<file path="config.mk">
export PLATFORM = sky130hd
export DESIGN_NAME = periph_sink
export DESIGN_NICKNAME = d
export VERILOG_FILES = /design/src/rtl/periph_pkg.sv /design/src/rtl/periph_sink_mem.sv /design/src/rtl/periph_sink.sv
export SDC_FILE = /design/constraint.sdc
export NUM_CORES = 1
export LEC_CHECK = 0
export BUFFER_PORTS_ARGS = -buffer_cell sky130_fd_sc_hd__buf_2
export CAP_MARGIN = 20
export CORE_ASPECT_RATIO = 1.75
export CORE_MARGIN = 1
export CORE_UTILIZATION = 35
export CTS_CLUSTER_DIAMETER = 60
export DETAILED_ROUTE_END_ITERATION = 12
export GPL_ROUTABILITY_DRIVEN = 0
export SLEW_MARGIN = 20
export SYNTH_ARGS = -nofsm -noshare
export SYNTH_HDL_FRONTEND = slang
export SYNTH_HIERARCHICAL = 1
export SYNTH_SLANG_ARGS = --single-unit
</file>
<file path="constraint.sdc">
create_clock -name clk -period 4 [get_ports clk]
set_input_delay 0.4 -clock clk [delete_from_list [all_inputs] [get_ports clk]]
set_output_delay 0.4 -clock clk [all_outputs]
set_load 0.01 [all_outputs]
</file>
<file path="src/rtl/periph_pkg.sv">
// ---------------------------------------------------------------------------
// periph_pkg
// Shared definitions for the peripheral sink slice: the PeripheralBuffer word
// width, the word type, and the width and ceiling of the drop counter.
// Used by periph_sink and periph_sink_mem. No ports.
// ---------------------------------------------------------------------------
package periph_pkg;

    localparam int WORD_W     = 16;
    localparam int DROP_CNT_W = 8;

    typedef logic [WORD_W-1:0] periph_word_t;

    localparam logic [DROP_CNT_W-1:0] DROP_CNT_MAX = '1;

endpackage

</file>
<file path="src/rtl/periph_sink_mem.sv">
// ---------------------------------------------------------------------------
// periph_sink_mem
// DEPTH x WORD_W word storage for the peripheral sink FIFO. It has one clocked
// write port and one registered read port. The read port is write-first: if
// the address being read is written in the same cycle, the new word is
// returned. This lets a word pushed into an empty FIFO appear at the head one
// cycle later.
//
// Ports:
//   clk      in   system clock
//   rst      in   synchronous active-high reset (clears rd_data only)
//   wr_en    in   write strobe
//   wr_addr  in   write address (FIFO tail)
//   wr_data  in   word to store
//   rd_en    in   load rd_data from rd_addr this cycle
//   rd_addr  in   read address (next FIFO head)
//   rd_data  out  registered head word
// ---------------------------------------------------------------------------
module periph_sink_mem
    import periph_pkg::*;
#(
    parameter int DEPTH = 8,
    localparam int PTR_W = $clog2(DEPTH)
) (
    input  logic              clk,
    input  logic              rst,
    input  logic              wr_en,
    input  logic [PTR_W-1:0]  wr_addr,
    input  logic [WORD_W-1:0] wr_data,
    input  logic              rd_en,
    input  logic [PTR_W-1:0]  rd_addr,
    output logic [WORD_W-1:0] rd_data
);

    periph_word_t storage [DEPTH];

    // Storage array has no reset; entries are only read after being written.
    always_ff @(posedge clk) begin
        if (wr_en) begin
            storage[wr_addr] <= wr_data;
        end
    end

    // Registered head read, bypassing the write port when both address the
    // same slot so a freshly pushed word is not lost behind the stale entry.
    always_ff @(posedge clk) begin
        if (rst) begin
            rd_data <= '0;
        end else if (rd_en) begin
            if (wr_en && (wr_addr == rd_addr)) begin
                rd_data <= wr_data;
            end else begin
                rd_data <= storage[rd_addr];
            end
        end
    end

endmodule

</file>
<file path="src/rtl/periph_sink.sv">
// ---------------------------------------------------------------------------
// periph_sink
// Receiving end of the core's 16-bit PeripheralBuffer output. Words written by
// the core are buffered in a DEPTH-entry FIFO and handed to a downstream
// peripheral over a valid/ready handshake. Writes that arrive while the FIFO
// is full and nothing is leaving are dropped and counted.
//
// Optional build macro: PERIPH_SINK_CHANGE_CAPTURE_EN
//   When defined, wr_en is ignored and a word is written whenever wr_data
//   differs from its registered value of the previous cycle (that register
//   resets to zero), so a level-held PeripheralBuffer needs no strobe.
//
// Ports:
//   clk        in   system clock, rising edge
//   rst        in   synchronous active-high reset
//   wr_en      in   write strobe from the core
//   wr_data    in   word from PeripheralBuffer
//   full       out  FIFO holds DEPTH words (registered)
//   out_valid  out  head word available (registered)
//   out_data   out  head word, held while stalled or empty
//   out_ready  in   downstream accepts the head word
//   count      out  occupancy, 0..DEPTH
//   overflow   out  sticky: at least one word was dropped
//   drop_cnt   out  dropped words, saturating at 255
// ---------------------------------------------------------------------------
module periph_sink
    import periph_pkg::*;
#(
    parameter int DEPTH = 8,
    parameter int CNT_W = $clog2(DEPTH) + 1
) (
    input  logic                  clk,
    input  logic                  rst,
    input  logic                  wr_en,
    input  logic [WORD_W-1:0]     wr_data,
    output logic                  full,
    output logic                  out_valid,
    output logic [WORD_W-1:0]     out_data,
    input  logic                  out_ready,
    output logic [CNT_W-1:0]      count,
    output logic                  overflow,
    output logic [DROP_CNT_W-1:0] drop_cnt
);

    localparam int PTR_W = $clog2(DEPTH);

    logic [PTR_W-1:0] head;
    logic [PTR_W-1:0] tail;
    logic [PTR_W-1:0] head_next;
    logic [CNT_W-1:0] count_next;
    logic             write_req;
    logic             push;
    logic             pop;
    logic             drop;
    logic             mem_we;
    logic             mem_re;

`ifdef PERIPH_SINK_CHANGE_CAPTURE_EN
    periph_word_t prev_data;
    logic         unused_wr_en;

    assign unused_wr_en = wr_en;

    // Previous-cycle copy of the bus; any change is treated as a new word.
    always_ff @(posedge clk) begin
        if (rst) begin
            prev_data <= '0;
        end else begin
            prev_data <= wr_data;
        end
    end

    assign write_req = (wr_data != prev_data);
`else
    assign write_req = wr_en;
`endif

    // A full FIFO still accepts a word when the head leaves in the same cycle.
    assign pop        = out_valid && out_ready;
    assign push       = write_req && (!full || pop);
    assign drop       = write_req && full && !pop;
    assign head_next  = head + PTR_W'(pop);
    assign count_next = count + CNT_W'(push) - CNT_W'(pop);

    // The head register is reloaded from the slot that will be the head after
    // this edge; when the FIFO goes empty it is left alone so out_data holds.
    assign mem_we = push && !rst;
    assign mem_re = (count_next != '0) && !rst;

    periph_sink_mem #(
        .DEPTH (DEPTH)
    ) u_mem (
        .clk     (clk),
        .rst     (rst),
        .wr_en   (mem_we),
        .wr_addr (tail),
        .wr_data (wr_data),
        .rd_en   (mem_re),
        .rd_addr (head_next),
        .rd_data (out_data)
    );

    // Pointers wrap naturally because DEPTH is a power of two; flags are
    // registered from the next occupancy so they line up with out_data.
    always_ff @(posedge clk) begin
        if (rst) begin
            head      <= '0;
            tail      <= '0;
            count     <= '0;
            out_valid <= 1'b0;
            full      <= 1'b0;
            overflow  <= 1'b0;
            drop_cnt  <= '0;
        end else begin
            head      <= head_next;
            if (push) begin
                tail <= tail + PTR_W'(1);
            end
            count     <= count_next;
            out_valid <= (count_next != '0);
            full      <= (count_next == CNT_W'(DEPTH));
            if (drop) begin
                overflow <= 1'b1;
                if (drop_cnt != DROP_CNT_MAX) begin
                    drop_cnt <= drop_cnt + DROP_CNT_W'(1);
                end
            end
        end
    end

endmodule

</file>
==> results.ini <==
[drt]
first_iter_violations=184
wl_met3_um=675
wl_met2_um=6930
via_per_inst=5.06
met1_length_um=5540
wl_per_cell_um=19.2
drc=0
postRouteAntennaNets=0
dr.pass1.iters=5
routed_wl_um=13400
num_vias=3537
top_layer=met4

[logic_synthesis]
netlist_area_sq_mm=0.00663
syn_nets=411
synth_top_cell_by_area=edfxtp_1
syn_inst=382
avgSynthCellArea_sq_um=17.4
seq_area_frac_synth=0.691
synth-async-reset-ratio=0
ys_ff_latch=165
ys.flop_type=edfxtp_1
synth_edf_count=128
synth.most_common_cell=edfxtp_1
synth_top_area_frac=0.579
synth_warnings=6
yosys-top-cells-area=edfxtp_1, dfxtp_1, mux4_2
synth_cell_types=43
yosys-top-cells-count=edfxtp_1, dfxtp_1, mux4_2, inv_1, nand2_1

[layout]
final_nets=477
final.fill_count=1677
drive_above_1_share=0.325
syn_to_final_growth_pct=17.2
antenna_cells=0
stdcell_area_sq_mm=0.00777

[pwr]
powerDensity_mw_per_mm2=621
p_leak_uw=0.00269
vdd_drop_max_mv=0.406
power_uw=4830

[worst_setup_path]
rr_startpoint=out_valid
reg2reg_setup_slack_ns=0.81
path_buf_inv=2
end_kind=flop
critPathMaxStageDelay_ns=0.59
worstPathMaxFanout=16
reg2reg_to=u_mem/rd_data[4]
criticalPathCategory=flop to flop
r2r_cells=12
slowest_stage=or4_4
path_cells=a21bo_2, nand2_1, ha_1, inv_1, ha_1, inv_1, fa_1, xor2_1, a41oi_1, nand3b_1, or4_4, o221ai_1
path_delay_family=adder cells
worst-endpoint-arrival_ns=3.53
cp-start-kind=flop
endpoint=u_mem/rd_data[4]
path_depth=12
startpoint=out_valid
crit_required_ns=4.34

[clocking]
cts_tree=built
cts_buffers=17
post-cts-setup-buffers=0
clockRootBuffer=clkbuf_16
clock_path_buffers=2
clk_pin_slew_ns=0.07
clk-insertion-delay-late_ns=0.42
cts_resized=0
cts_hold_buf=0
clkSinkCount=165
htreeDepth=4

[job]
drv_cap=0

[die]
start_util=0.357
fp.dieW_um=106
die-area_sq_mm=0.0195
rows=66
pin_count=51
coreArea_sq_mm=0.0186
die_h_um=184

[timing]
finalCriticalPeriod_ns=3.19
clock_skew_ns=0.00899
slew_violations=0
hold_violations=0
rsz0062_at_grt=no
slew_headroom=0.406
tightest_slew_ns=0.888
tns_ns=0
fmax_mhz=313
finalSetupViolations=0
post-route-period-util=0.798

[place]
detailed_place_hpwl_um=8220
dpl_cell_area_sq_mm=0.00721
port_buffers=50

[global_route]
track_usage=0.147
grt-ovfl-total=0
grt_first_pass_wirelength_um=21100
grt_max_degree=34
antenna_found_initial=0
grt_pass1_vias=3749

[outcome]
run_status=finished clean

[hold_path]
hp-class=input port to flop

cells in the final DEF (no fill, tap or decap), types with 3 or more instances in the layout:
cell type / n
clkinvlp_4: 4
a21oi_1: 5
ha_1: 7
nor2b_1: 4
dfxtp_1: 37
inv_8: 3
nand3_1: 8
mux2i_1: 19
o221ai_2: 10
buf_4: 14
xor2_1: 7
edfxtp_1: 128
o221ai_1: 6
inv_1: 24
nor2_1: 20
nand2_1: 23
inv_6: 5
mux4_2: 31
clkbuf_16: 17
buf_2: 50
nand2b_1: 3
layer usage:
| layer | track usage | vias up |
|---|---|---|
| met4 | 0.0522 | 0 |
| li1 | - | 1614 |
| met1 | 0.181 | 1794 |
| met2 | 0.252 | 108 |
| met3 | 0.0368 | 21 |
| met5 | 0 | - |
worst reg2reg max path, delay by kind of cell (launching register included):
| family | cells | cell delay [ns] |
|---|---|---|
| simple gates | 3 | 0.83 |
| flops | 1 | 0.38 |
| buf+inv | 2 | 0.11 |
| compound gates | 3 | 0.78 |
| fa+ha+maj | 3 | 0.84 |
| xor+xnor | 1 | 0.19 |
metrics by stage:
step	hold slack, ns	utilization	setup WS [ns]	std cells
2_1_floorplan	0.472	-	0.970	382
3_3_place_gp	0.450	0.388	0.740	667
3_5_place_dp	0.449	0.388	0.657	667
4_1_cts	0.254	0.418	0.784	699
5_1_grt	0.261	0.418	0.613	699
6_report	0.264	0.418	0.809	699
worst min-delay path by stage:
stage                            from                  end  slack, ns  cells past startpoint
finish                     wr_data[6]  u_mem/storage[4][6]       0.26                      1
global route               wr_data[5]  u_mem/storage[2][5]       0.26                      1
CTS                        wr_data[5]  u_mem/storage[2][5]       0.25                      1
detailed placement  u_mem/rd_data[15]    u_mem/rd_data[15]       0.45                      2
global placement    u_mem/rd_data[15]    u_mem/rd_data[15]       0.45                      2
floorplan                         rst              head[0]       0.47                      1
cell families after synthesis:
logic type / Yosys count / synth area share
xor+xnor: 11 / 0.0168
simple gates: 73 / 0.0530
buf+inv: 41 / 0.0306
mux: 51 / 0.138
flops: 165 / 0.691
fa+ha+maj: 9 / 0.0181
compound gates: 32 / 0.0526
registers in the layout, indices dropped and copies added (netlist names):
register       flops
overflow           1
u_mem/storage    128
u_mem/rd_data     16
drop_cnt           8
out_valid          1
full               1
tail               3
count              4
head               3
power by group:
group	internal [uW]	total (uW)	switching (uW)	leakage (uW)
logic	541	1160	620	0.000968
clock network	826	1550	723	0.000266
registers	2010	2120	108	0.00146
total	3380	4830	1450	0.00269
cell type report:
type / instances / area, sq um / share of cell area
Multi-Input combinational cell: 176 / 1880 / 0.242
Tap cell: 238 / 298 / 0.0383
Sequential cell: 165 / 4580 / 0.590
Inverter: 24 / 90.1 / 0.0116
Clock buffer: 18 / 429 / 0.0552
Timing Repair Buffer: 64 / 355 / 0.0457
Clock inverter: 14 / 140 / 0.0180
No activity file was read; power rests on OpenSTA's default activity.
